===== src/rtl/pipeline_ctrl_pkg.sv =====
// Shared types and constants for the pipeline stall/flush/redirect sequencer.
// Stage vectors are indexed [0]PC [1]IF/ID [2]ID/EX [3]EX/MEM [4]MEM/WB.
package pipeline_ctrl_pkg;

    localparam int STAGE_NUM = 5;

    localparam int ST_PC    = 0;
    localparam int ST_IFID  = 1;
    localparam int ST_IDEX  = 2;
    localparam int ST_EXMEM = 3;
    localparam int ST_MEMWB = 4;

    typedef logic [STAGE_NUM-1:0] stage_vec_t;

    typedef enum logic [1:0] {
        S_RUN        = 2'd0,
        S_DIV_WAIT   = 2'd1,
        S_MEM_WAIT   = 2'd2,
        S_TRAP_DRAIN = 2'd3
    } state_e;

    // Each hazard holds everything upstream of the stalled stage and bubbles the next one.
    localparam stage_vec_t LU_STALL   = 5'b00011;
    localparam stage_vec_t LU_FLUSH   = 5'b00100;
    localparam stage_vec_t BR_FLUSH   = 5'b00110;
    localparam stage_vec_t DIV_STALL  = 5'b00111;
    localparam stage_vec_t DIV_FLUSH  = 5'b01000;
    localparam stage_vec_t MEM_STALL  = 5'b01111;
    localparam stage_vec_t MEM_FLUSH  = 5'b10000;
    localparam stage_vec_t TRAP_STALL = 5'b00001;
    localparam stage_vec_t TRAP_FLUSH = 5'b01110;

    function automatic int cnt_width(input int max_val);
        return (max_val < 1) ? 1 : $clog2(max_val + 1);
    endfunction

endpackage


===== src/rtl/pipeline_ctrl_if.sv =====
// Hazard request and pipeline control bundle between the core and pipeline_ctrl.
// master = core side (raises hazards), slave = the controller.
interface pipeline_ctrl_if #(
    parameter int ADDR_WIDTH = 32
) ();
    import pipeline_ctrl_pkg::*;

    logic                  load_use_stall_i;
    logic                  branch_taken_i;
    logic [ADDR_WIDTH-1:0] branch_target_i;
    logic                  div_req_i;
    logic                  div_done_i;
    logic                  div_start_o;
    logic                  mem_busy_i;
    logic                  trap_req_i;
    logic [ADDR_WIDTH-1:0] trap_vec_i;
    stage_vec_t            stall_o;
    stage_vec_t            flush_o;
    logic                  redirect_o;
    logic [ADDR_WIDTH-1:0] redirect_pc_o;
    logic                  bus_err_o;

    modport master (
        output load_use_stall_i, branch_taken_i, branch_target_i,
               div_req_i, div_done_i, mem_busy_i, trap_req_i, trap_vec_i,
        input  div_start_o, stall_o, flush_o, redirect_o, redirect_pc_o, bus_err_o
    );

    modport slave (
        input  load_use_stall_i, branch_taken_i, branch_target_i,
               div_req_i, div_done_i, mem_busy_i, trap_req_i, trap_vec_i,
        output div_start_o, stall_o, flush_o, redirect_o, redirect_pc_o, bus_err_o
    );

endinterface


===== src/rtl/pipeline_ctrl_timer.sv =====
// Clearable up-counter with terminal-count compare; shared by the MEM timeout and trap drain.
module pipeline_ctrl_timer #(
    parameter int WIDTH = 8
) (
    input  logic             clk,
    input  logic             rst,
    input  logic             clr_i,
    input  logic             inc_i,
    input  logic [WIDTH-1:0] tc_val_i,
    output logic             tc_o
);

    logic [WIDTH-1:0] cnt_q;
    logic [WIDTH-1:0] cnt_d;

    always_comb begin
        cnt_d = cnt_q;
        if (clr_i) begin
            cnt_d = '0;
        end else if (inc_i) begin
            cnt_d = cnt_q + WIDTH'(1);
        end
    end

    always_ff @(posedge clk or posedge rst) begin
        if (rst) begin
            cnt_q <= '0;
        end else begin
            cnt_q <= cnt_d;
        end
    end

    assign tc_o = (cnt_q == tc_val_i);

endmodule


===== src/rtl/pipeline_ctrl.sv =====
// Stall/flush/redirect sequencer for the 5-stage core: priority mux, multi-cycle FSM, trap latch.
//
//   state        | meaning
//   -------------+-----------------------------------------------------------
//   S_RUN        | normal flow; single-cycle hazards resolved here by priority
//   S_DIV_WAIT   | EX held until the divider returns div_done_i
//   S_MEM_WAIT   | MEM held while the data bus is busy, bounded by MEM_TIMEOUT
//   S_TRAP_DRAIN | pipeline drained for TRAP_DRAIN cycles, then PC redirected
module pipeline_ctrl
    import pipeline_ctrl_pkg::*;
#(
    parameter int ADDR_WIDTH  = 32,
    parameter int MEM_TIMEOUT = 64,
    parameter int TRAP_DRAIN  = 2
) (
    input  logic            clk,
    input  logic            rst,
    pipeline_ctrl_if.slave  core_if
);

    localparam int CNT_MAX = (MEM_TIMEOUT > TRAP_DRAIN) ? MEM_TIMEOUT : TRAP_DRAIN;
    localparam int CNT_W   = cnt_width(CNT_MAX);
    // Terminal count fires on the cycle whose increment would reach the limit.
    localparam logic [CNT_W-1:0] MEM_TC  = CNT_W'(MEM_TIMEOUT - 1);
    localparam logic [CNT_W-1:0] TRAP_TC = CNT_W'(TRAP_DRAIN - 1);

    state_e                state_q, state_d;
    logic                  pend_q, pend_d;
    logic [ADDR_WIDTH-1:0] vec_q, vec_d;
    logic                  bus_err_q, bus_err_d;

    logic                  tmr_clr;
    logic                  tmr_inc;
    logic                  tmr_tc;
    logic [CNT_W-1:0]      tmr_tc_val;

    stage_vec_t            stall;
    stage_vec_t            flush;
    logic                  div_start;
    logic                  redirect;
    logic [ADDR_WIDTH-1:0] redirect_pc;

    pipeline_ctrl_timer #(
        .WIDTH (CNT_W)
    ) u_timer (
        .clk      (clk),
        .rst      (rst),
        .clr_i    (tmr_clr),
        .inc_i    (tmr_inc),
        .tc_val_i (tmr_tc_val),
        .tc_o     (tmr_tc)
    );

    always_ff @(posedge clk or posedge rst) begin
        if (rst) begin
            state_q   <= S_RUN;
            pend_q    <= 1'b0;
            vec_q     <= '0;
            bus_err_q <= 1'b0;
        end else begin
            state_q   <= state_d;
            pend_q    <= pend_d;
            vec_q     <= vec_d;
            bus_err_q <= bus_err_d;
        end
    end

    always_comb begin
        state_d     = state_q;
        pend_d      = pend_q;
        vec_d       = vec_q;
        bus_err_d   = bus_err_q;
        tmr_clr     = 1'b1;
        tmr_inc     = 1'b0;
        tmr_tc_val  = MEM_TC;
        stall       = '0;
        flush       = '0;
        div_start   = 1'b0;
        redirect    = 1'b0;
        redirect_pc = '0;

        // A trap arriving mid-event waits; the first vector seen is the one serviced.
        if ((state_q == S_DIV_WAIT || state_q == S_MEM_WAIT) &&
            core_if.trap_req_i && !pend_q) begin
            pend_d = 1'b1;
            vec_d  = core_if.trap_vec_i;
        end

        case (state_q)
            S_RUN: begin
                if (pend_q || core_if.trap_req_i) begin
                    stall   = TRAP_STALL;
                    flush   = TRAP_FLUSH;
                    pend_d  = 1'b0;
                    if (!pend_q) begin
                        vec_d = core_if.trap_vec_i;
                    end
                    state_d = S_TRAP_DRAIN;
                end else if (core_if.mem_busy_i) begin
                    stall   = MEM_STALL;
                    flush   = MEM_FLUSH;
                    tmr_clr = 1'b0;
                    tmr_inc = 1'b1;
                    state_d = S_MEM_WAIT;
                end else if (core_if.div_req_i) begin
                    div_start = 1'b1;
                    stall     = DIV_STALL;
                    flush     = DIV_FLUSH;
                    state_d   = S_DIV_WAIT;
                end else if (core_if.branch_taken_i) begin
                    flush       = BR_FLUSH;
                    redirect    = 1'b1;
                    redirect_pc = core_if.branch_target_i;
                end else if (core_if.load_use_stall_i) begin
                    stall = LU_STALL;
                    flush = LU_FLUSH;
                end
            end

            S_DIV_WAIT: begin
                if (core_if.div_done_i) begin
                    state_d = S_RUN;
                end else begin
                    stall = DIV_STALL;
                    flush = DIV_FLUSH;
                end
            end

            S_MEM_WAIT: begin
                if (core_if.mem_busy_i) begin
                    stall = MEM_STALL;
                    flush = MEM_FLUSH;
                    if (tmr_tc) begin
                        bus_err_d = 1'b1;
                        state_d   = S_RUN;
                    end else begin
                        tmr_clr = 1'b0;
                        tmr_inc = 1'b1;
                    end
                end else begin
                    state_d = S_RUN;
                end
            end

            S_TRAP_DRAIN: begin
                tmr_tc_val = TRAP_TC;
                stall      = TRAP_STALL;
                flush      = TRAP_FLUSH;
                if (tmr_tc) begin
                    redirect    = 1'b1;
                    redirect_pc = vec_q;
                    state_d     = S_RUN;
                end else begin
                    tmr_clr = 1'b0;
                    tmr_inc = 1'b1;
                end
            end

            default: begin
                state_d = S_RUN;
            end
        endcase
    end

    // Combinational outputs are forced quiet for as long as reset is held.
    assign core_if.stall_o       = rst ? '0   : stall;
    assign core_if.flush_o       = rst ? '0   : flush;
    assign core_if.div_start_o   = rst ? 1'b0 : div_start;
    assign core_if.redirect_o    = rst ? 1'b0 : redirect;
    assign core_if.redirect_pc_o = rst ? '0   : redirect_pc;
    assign core_if.bus_err_o     = bus_err_q;

endmodule


===== src/flat_wrapper.sv =====
// flat-port wrapper written by rule: the top's interface ports become plain ports
module pipeline_ctrl_flat import pipeline_ctrl_pkg::*;
#(
    parameter int ADDR_WIDTH  = 32,
    parameter int MEM_TIMEOUT = 64,
    parameter int TRAP_DRAIN  = 2
)
  (clk, rst, core_if_load_use_stall_i, core_if_branch_taken_i, core_if_branch_target_i, core_if_div_req_i, core_if_div_done_i, core_if_mem_busy_i, core_if_trap_req_i, core_if_trap_vec_i, core_if_div_start_o, core_if_stall_o, core_if_flush_o, core_if_redirect_o, core_if_redirect_pc_o, core_if_bus_err_o);
  pipeline_ctrl_if #(.ADDR_WIDTH(ADDR_WIDTH)) core_if_i ();
  input  logic clk;
  input  logic rst;
  input wire logic [$bits(core_if_i.load_use_stall_i)-1:0] core_if_load_use_stall_i;
  input wire logic [$bits(core_if_i.branch_taken_i)-1:0] core_if_branch_taken_i;
  input wire logic [$bits(core_if_i.branch_target_i)-1:0] core_if_branch_target_i;
  input wire logic [$bits(core_if_i.div_req_i)-1:0] core_if_div_req_i;
  input wire logic [$bits(core_if_i.div_done_i)-1:0] core_if_div_done_i;
  input wire logic [$bits(core_if_i.mem_busy_i)-1:0] core_if_mem_busy_i;
  input wire logic [$bits(core_if_i.trap_req_i)-1:0] core_if_trap_req_i;
  input wire logic [$bits(core_if_i.trap_vec_i)-1:0] core_if_trap_vec_i;
  output wire logic [$bits(core_if_i.div_start_o)-1:0] core_if_div_start_o;
  output wire logic [$bits(core_if_i.stall_o)-1:0] core_if_stall_o;
  output wire logic [$bits(core_if_i.flush_o)-1:0] core_if_flush_o;
  output wire logic [$bits(core_if_i.redirect_o)-1:0] core_if_redirect_o;
  output wire logic [$bits(core_if_i.redirect_pc_o)-1:0] core_if_redirect_pc_o;
  output wire logic [$bits(core_if_i.bus_err_o)-1:0] core_if_bus_err_o;
  assign core_if_i.load_use_stall_i = core_if_load_use_stall_i;
  assign core_if_i.branch_taken_i = core_if_branch_taken_i;
  assign core_if_i.branch_target_i = core_if_branch_target_i;
  assign core_if_i.div_req_i = core_if_div_req_i;
  assign core_if_i.div_done_i = core_if_div_done_i;
  assign core_if_i.mem_busy_i = core_if_mem_busy_i;
  assign core_if_i.trap_req_i = core_if_trap_req_i;
  assign core_if_i.trap_vec_i = core_if_trap_vec_i;
  assign core_if_div_start_o = core_if_i.div_start_o;
  assign core_if_stall_o = core_if_i.stall_o;
  assign core_if_flush_o = core_if_i.flush_o;
  assign core_if_redirect_o = core_if_i.redirect_o;
  assign core_if_redirect_pc_o = core_if_i.redirect_pc_o;
  assign core_if_bus_err_o = core_if_i.bus_err_o;
  pipeline_ctrl #(.ADDR_WIDTH(ADDR_WIDTH), .MEM_TIMEOUT(MEM_TIMEOUT), .TRAP_DRAIN(TRAP_DRAIN)) u_core (.clk(clk), .rst(rst), .core_if(core_if_i));
endmodule

===== config.mk =====
export PLATFORM = sky130hd
export DESIGN_NAME = pipeline_ctrl_flat
export DESIGN_NICKNAME = d
export VERILOG_FILES = /design/src/rtl/pipeline_ctrl_pkg.sv /design/src/rtl/pipeline_ctrl_if.sv /design/src/rtl/pipeline_ctrl_timer.sv /design/src/rtl/pipeline_ctrl.sv /design/src/flat_wrapper.sv
export SDC_FILE = /design/constraint.sdc
export NUM_CORES = 1
export LEC_CHECK = 0
export ABC_AREA = 0
export CAP_MARGIN = 25
export CORE_MARGIN = 2
export CORE_UTILIZATION = 40
export CTS_CLUSTER_SIZE = 12
export DETAILED_ROUTE_END_ITERATION = 10
export PLACE_DENSITY = 0.79
export RECOVER_POWER = 50
export REMOVE_ABC_BUFFERS = 1
export SYNTH_ARGS = -nofsm -noshare
export SYNTH_HDL_FRONTEND = slang
export SYNTH_SLANG_ARGS = --single-unit

===== constraint.sdc =====
create_clock -name clk -period 4.27 [get_ports clk]
set_input_delay 0.854 -clock clk [delete_from_list [all_inputs] [get_ports clk]]
set_output_delay 0.854 -clock clk [all_outputs]
set_load 0.1 [all_outputs]

# [Yosys cells after proc, flatten, opt, wreduce, memory -nomap -nowiden]
# Cells that the tools add are included.
# W data, S select, Z words.
[word_totals] ff_bits=43 in_bits=72 out_inout_bits=45 wordCells=84
[op_classes] n_addsub=1 eq_ne=6 n_mux=63 reduce_logical=9
[ops] op="$mux W32" count=10
[ops] op="$pmux W32 S2" count=1
[ops] op="$mux W5" count=11
[ops] op="$pmux W5 S4" count=2
[ops] op="$mux W1" count=21
[ops] op="$mux W2" count=7
[ops] op="$mux W7" count=2
[ops] op="$mux W4" count=2
[ops] op="$pmux W2 S4" count=1
[ops] op="$add A7 B1 Y7 const B" count=1
[ops] op="$eq A7 B7 Y1" count=1
[ops] op="$mux W3" count=2
[ops] op="$mux W6" count=1
[ops] op="$pmux W1 S3" count=2
[ops] op="$eq A2 B2 Y1 const B" count=2
[ops] op="$ne A4 B3 Y1 const B" count=1
[ops] op="$reduce_and A3 Y1" count=1
[ops] op="$eq A2 B1 Y1 const B" count=1
[ops] op="$logic_and A1 B1 Y1" count=2
[ops] op="$logic_not A2 Y1" count=1
[ops] op="$logic_or A1 B1 Y1" count=2
[ops] op="$ne A2 B2 Y1 const B" count=1
[ops] op="$pmux W1 S2" count=1
[ops] op="$reduce_and A2 Y1" count=1
[ops] op="other kinds (2)" count=2

# [Logic depth before layout (Yosys ltp)]
# Gate-level depths: netlist (run 1).
[depth] word_depth=8 depth_mapped=8 ltp_nobuf=7

# [Hierarchy]
# From an unflattened synthesis (run 1), not the netlist that was laid out.
[hier_totals] cells_unflattened=222 hier_area_um2=2454.9
[modules_own_cells] mod="pipeline_ctrl" instances=1 cells_per_inst=183 area_each_um2=2069.5 seq_area_each_um2=900.9
[modules_own_cells] mod="pipeline_ctrl_timer" instances=1 cells_per_inst=39 area_each_um2=385.4 seq_area_each_um2=175.2

# [Least setup slack after synthesis (run 1)]
# Ideal clock, no wire load.
[synth_timing] kind="input to output" from="input port rst" to="output port core_if_flush_o[2]" arrival_ns=3.829 required_ns=3.416 path_slack_ns=-0.413 path_stages=4 n_path_buf=1 path_cell_list="clkbuf_1 > inv_1 > o21ai_0 > a31oi_1"
[synth_between] elab_chain_len=1
[synth_rtl] element="from (decl)" line_no="flat_wrapper.sv:11" text="input logic rst;"
[synth_rtl] element="$mux W5" line_no="pipeline_ctrl.sv:167" text="assign core_if.flush_o = rst ? '0 : flush;"
[synth_rtl] element="to (decl)" line_no="flat_wrapper.sv:22" text="output wire logic [$bits(core_if_i.flush_o)-1:0] core_if_flush_o;"
# Every way passes these cells.

# [Worst setup path after layout (run 1)]
[layout_timing] from="input port core_if_mem_busy_i" to="output port core_if_redirect_pc_o[14]"
[layout_between] elab_chain_len=4
[layout_rtl] element="from (decl)" line_no="flat_wrapper.sv:17" text="input wire logic [$bits(core_if_i.mem_busy_i)-1:0] core_if_mem_busy_i;"
[layout_rtl] element="$mux W32" line_no="pipeline_ctrl.sv:99" text="end else if (core_if.mem_busy_i) begin"
[layout_rtl] element="$mux W32" line_no="pipeline_ctrl.sv:91" text="if (pend_q || core_if.trap_req_i) begin"
[layout_rtl] element="$pmux W32 S2" line_no="pipeline_ctrl.sv:89" text="case (state_q)"
[layout_rtl] element="$mux W32" line_no="pipeline_ctrl.sv:170" text="assign core_if.redirect_pc_o = rst ? '0 : redirect_pc;"
[layout_rtl] element="to (decl)" line_no="flat_wrapper.sv:24" text="output wire logic [$bits(core_if_i.redirect_pc_o)-1:0] core_if_redirect_pc_o;"
# Every way passes these cells.

==> results.ini, run 1 <==
[clock_tree]
cts-resized-gates=0
clk_latency_ps=290
postCtsSetupBuffers=0
cts_tree=done
h-tree-depth=2
cts_max_path_buffers=2
clk_pin_slew_ps=80
clock_sinks=43
cts_made_buffers=5
holdBufCountCts=0
cts-root-buf=clkbuf_8

[detailed_routing]
post-route-drc-count=0
vias=2300
first_pass_iters=4
routed_wl_um=6630
drtAntennaViolNets=0
vias_per_cell=5.32
wl_per_cell_um=15.3
drtIter0Drc=138

[logic_synthesis]
synth_top_area_share_pct=43.5
yosys.area.top_type=dfrtp_1
synth_area_leaders=dfrtp_1, mux2_2, a22oi_1
netlist_area_um2=2470
synthTopCellsByCount=nor2_1, dfrtp_1, a22oi_1, mux2_2, a21oi_1
syn_avg_cell_area_um2=9.88
ys_seq_area_share_pct=43.5
synth_edf_count=0
yosysWarningCount=0
ys_dominant_reg_cell=dfrtp_1
synthCells=250
synth.distinct_cells=41
post-synth-top-count-cell=nor2_1
yosys_register_bits=43
async_reset_ff_share_pct=100

[final_layout]
syn_to_final_growth_pct=64.1
n_antenna_cell=0
fin_cells=432
layout.nets=433
layout-drive-gt1-share_pct=26.1
post-route-util_pct=68.1

[sta]
finalSetupTns_ps=0
setup_violations=0
period_needed_ps=3840
fmax_mhz=260
rsz0062_at_grt=false
hold_viol=0
fin_crit_sh_pct=90.0
max_slew_margin_pct=-50.6
maxSlewViolCount=77
tightest_slew_ps=2260
finClkSkew_ps=4.61

[critical_path]
r2r_slack_ps=1400
end_kind=primary output
critical_path_class=input port to primary output
critPathArrivalTime_ps=2990
cp_max_fo=33
critPathRequiredTime_ps=3420
reg2regPathDepth=5
cp-start-kind=input port

[floorplanning]
die_h_um=82.6
core.rowCount=28
io_pins=117
core_um2=5960
die_area_um2=6820
die_width_um=82.6
start_util_pct=41.5

[global_routing]
grt-ovfl-total=0
grt_pass1_vias=2299
antenna_found_initial=0
grt_start_max_net_pins=44
grt_usage_pct=19.6
grt_pass1_wl_um=10400

[worst_hold_path]
min_path_type=flip-flop to flip-flop
whs_path_depth=1

[power_and_ir_drop]
power_density_nw_per_um2=517
peakVddDrop_v=0.000291
power_uw=2100
p_leak_uw=0.00160

[place]
place.gp.congestion=0.886
dpl.hpwl_um=4870
dp_cells=424
io_buffers=114

[outcome]
outcome=complete, but fails checks
failed_checks=capacitance limit, slew limit

[run]
max_cap_viol_count=2

==> path summary, 6_finish.rpt <==
path / from / end
min reg2reg: u_core.core_if.bus_err_o / u_core.core_if.bus_err_o
max in group asynchronous: rst / async pin
min: u_core.core_if.bus_err_o / u_core.core_if.bus_err_o
max: core_if_mem_busy_i / core_if_redirect_pc_o[14]
min in group asynchronous: rst / async pin
max reg2reg: u_core.state_q[0] / flip-flop
==> report_power, final <==
part | total, uW | leakage [uW] | internal (uW) | switching [uW]
Sequential | 699 | 0.000523 | 589 | 110
Combinational | 1150 | 0.00103 | 471 | 678
Clock | 248 | 0.0000477 | 112 | 136
Total | 2100 | 0.00160 | 1170 | 923
==> kinds of logic (layout without fill, tap and decap cells) <==
group           count (synthesis)  in the layout  share of synthesized area (%)
compound gates                 62             62                           18.3
other cells                     1              2                          0.152
simple gates                   78             78                           14.9
buf+inv                        26            132                           4.81
fa+ha+maj                       5              5                           2.53
flops                          43             43                           43.5
xor+xnor                        2              2                          0.709
mux                            33             33                           15.0
==> area by class of cell <==
| class | instances | area, um^2 |
|---|---|---|
| timing repair buffer | 118 | 1500 |
| inverter | 6 | 22.5 |
| fill | 459 | 1900 |
| tap | 75 | 93.8 |
| clock buffer | 5 | 68.8 |
| sequential | 43 | 1080 |
| multi-input combinational | 182 | 1280 |
| clock inverter | 3 | 15.0 |
==> layer usage <==
metal  global-route usage [%]  wire length (um)  vias to the layer above
met5                        0                 0                        -
met4                     4.92                56                        0
met3                     5.11               505                        4
met2                     36.0              3430                       83
met1                     22.6              2630                     1113
li1                         -                 -                     1100
==> cells in the final DEF, fill, tap and decap left out, types with 2 or more instances in the layout <==
master / instances
clkdlybuf4s50_1: 69
nor2_1: 47
dfrtp_1: 43
buf_12: 35
mux2_2: 32
a22oi_1: 32
a21oi_1: 11
nand2_1: 9
buf_4: 9
o21ai_0: 7
inv_1: 5
ha_1: 5
clkbuf_8: 5
nand2b_1: 3
or3_1: 3
nand3_1: 3
clkinv_2: 3
dlygate4sd3_1: 3
or2_2: 2
nor2_2: 2
xor2_1: 2
conb_1: 2
clkbuf_1: 2
==> worst max-delay path, stage by stage <==
cell,delay [ps]
dlygate4sd3_1,670
nor2_1,310
nand2_1,160
nor2_2,100
buf_4,330
a22oi_1,130
nor2_1,200
buf_12,210
==> through the flow <==
step / area (um^2) / hold slack [ps] / setup slack, ps
4_1_cts: 4060 / 490 / 524
3_3_place_gp: 3980 / 456 / 612
6_report: 4060 / 479 / 427
5_1_grt: 4060 / 518 / 228
2_1_floorplan: 2380 / 480 / -342
3_5_place_dp: 3980 / 466 / 528
No activity file was read; power rests on OpenSTA's default activity.
==> run 2: changes to the inputs <==
==> constraint.sdc (replaced) <==
create_clock -name clk -period 4.63 [get_ports clk]
set_input_delay 0.926 -clock clk [delete_from_list [all_inputs] [get_ports clk]]
set_output_delay 0.926 -clock clk [all_outputs]
set_load 0.1 [all_outputs]
==> results.ini, run 2 (synthesized netlist as in run 1, its figures left out) <==
[outcome]
outcome=complete, but fails checks
failed_checks=capacitance limit, slew limit

[detailed_routing]
drtIter0Drc=129
post-route-drc-count=0
wl_met1_um=2600
wl_met2_um=3320
wl_per_cell_um=15.1
vias=2307
wl_met3_um=487
routed_wl_um=6520
vias_per_cell=5.34
drtAntennaViolNets=0
highest_layer=met4
first_pass_iters=4

[sta]
finClkSkew_ps=10.4
max_slew_margin_pct=-51.7
fmax_mhz=252
setup_violations=0
rsz0062_at_grt=false
maxSlewViolCount=77
hold_viol=0
period_needed_ps=3960
fin_crit_sh_pct=85.5
whs_ps=481
tightest_slew_ps=2270

[critical_path]
critical_path_class=input port to primary output
cp_max_fo=33
end_kind=primary output
critPathRequiredTime_ps=3700
cp-start-kind=input port
crit_path_top_delay_cell=dlygate4sd3_1
slowest_delay_ps=670
crit_top_cell=nor2_1
worstPathCellList=dlygate4sd3_1, nor2_1, nand2_1, nor2_2, buf_4, a22oi_1, nor2_1, buf_12
critPathArrivalTime_ps=3030

[floorplanning]
core_um2=5960
die_area_um2=6820
start_util_pct=41.5
die_h_um=82.6
die_width_um=82.6
io_pins=117
core.rowCount=28

[power_and_ir_drop]
power_density_nw_per_um2=475
p_leak_uw=0.00161
peakVddDrop_v=0.000272

[final_layout]
layout.nets=433
syn_to_final_growth_pct=64.1
final_cell_mix=clkdlybuf4s50_1, nor2_1, dfrtp_1
n_antenna_cell=0
layout-drive-gt1-share_pct=26.1
fillCellCount=443
fin_cells=432
final_common_cell=clkdlybuf4s50_1

[clock_tree]
cts_max_path_buffers=2
postCtsSetupBuffers=0
cts-resized-gates=0
cts_made_buffers=5
h-tree-depth=2
clock_sinks=43
clk_pin_slew_ps=80
cts_tree=done
holdBufCountCts=0
clk_latency_ps=290
cts-root-buf=clkbuf_8

[global_routing]
antenna_found_initial=0
grt_usage_pct=19.5
grt_pass1_vias=2256
grt_start_max_net_pins=44
grt-ovfl-total=0
grt_pass1_wl_um=10300

[place]
dpl.hpwl_um=4830
io_buffers=114
dp_cells=424
place.gp.congestion=0.886

[worst_hold_path]
min_path_type=flip-flop to flip-flop

[run]
max_cap_viol_count=2

==> run 2: cell count changes in the layout (fill, tap and decap cells not counted) <==
cell and change:
clkinv_1 -1, inv_1 +1
==> run 2: worst max-delay path, delay by kind of cell <==
family | cells | cell delay [ps]
AO/OA/AOI/OAI | 1 | 130
buffers and inverters | 3 | 1210
AND/OR/NAND/NOR | 4 | 730
==> run 2: report_power, final <==
| part | total (uW) | internal (uW) | switching [uW] |
|---|---|---|---|
| Combinational | 1060 | 434 | 623 |
| Sequential | 645 | 544 | 102 |
| Clock | 226 | 103 | 122 |
==> run 2: layout make-up <==
type,count,area [um^2],share of cell area [%]
multi-input combinational,182,1280,31.6
tap,75,93.8,2.31
timing repair buffer,118,1500,36.9
clock inverter,3,15.0,0.370
inverter,6,22.5,0.555
sequential,43,1080,26.5
clock buffer,5,68.8,1.70
==> run 2: path summary, 6_finish.rpt <==
kind	cells after the start	slack, ps	from	end
min in group asynchronous	3	2070	rst	u_core.core_if.bus_err_o
max	8	670	core_if_mem_busy_i	core_if_redirect_pc_o[14]
max reg2reg	5	1750	u_core.state_q[0]	flip-flop
max in group asynchronous	3	1260	rst	u_core.u_timer.cnt_q[4]
min	1	480	u_core.core_if.bus_err_o	u_core.core_if.bus_err_o
min reg2reg	1	480	u_core.core_if.bus_err_o	u_core.core_if.bus_err_o
==> run 2: layer usage <==
metal,up-vias,global-route usage (%)
met5,-,0
met3,11,4.78
met1,1108,22.7
li1,1103,-
met4,0,6.07
met2,85,35.2
==> run 2: metrics by stage <==
step	setup TNS [ps]	utilization, %	total power (uW)	area (um^2)	setup slack (ps)
floorplan	-1440	-	1400	2380	-126
global placement	0	66.8	1670	3980	828
detailed placement	0	66.8	1710	3980	733
CTS	0	68.2	1940	4060	733
global route	0	68.1	2050	4060	493
finish	0	68.1	1930	4060	670
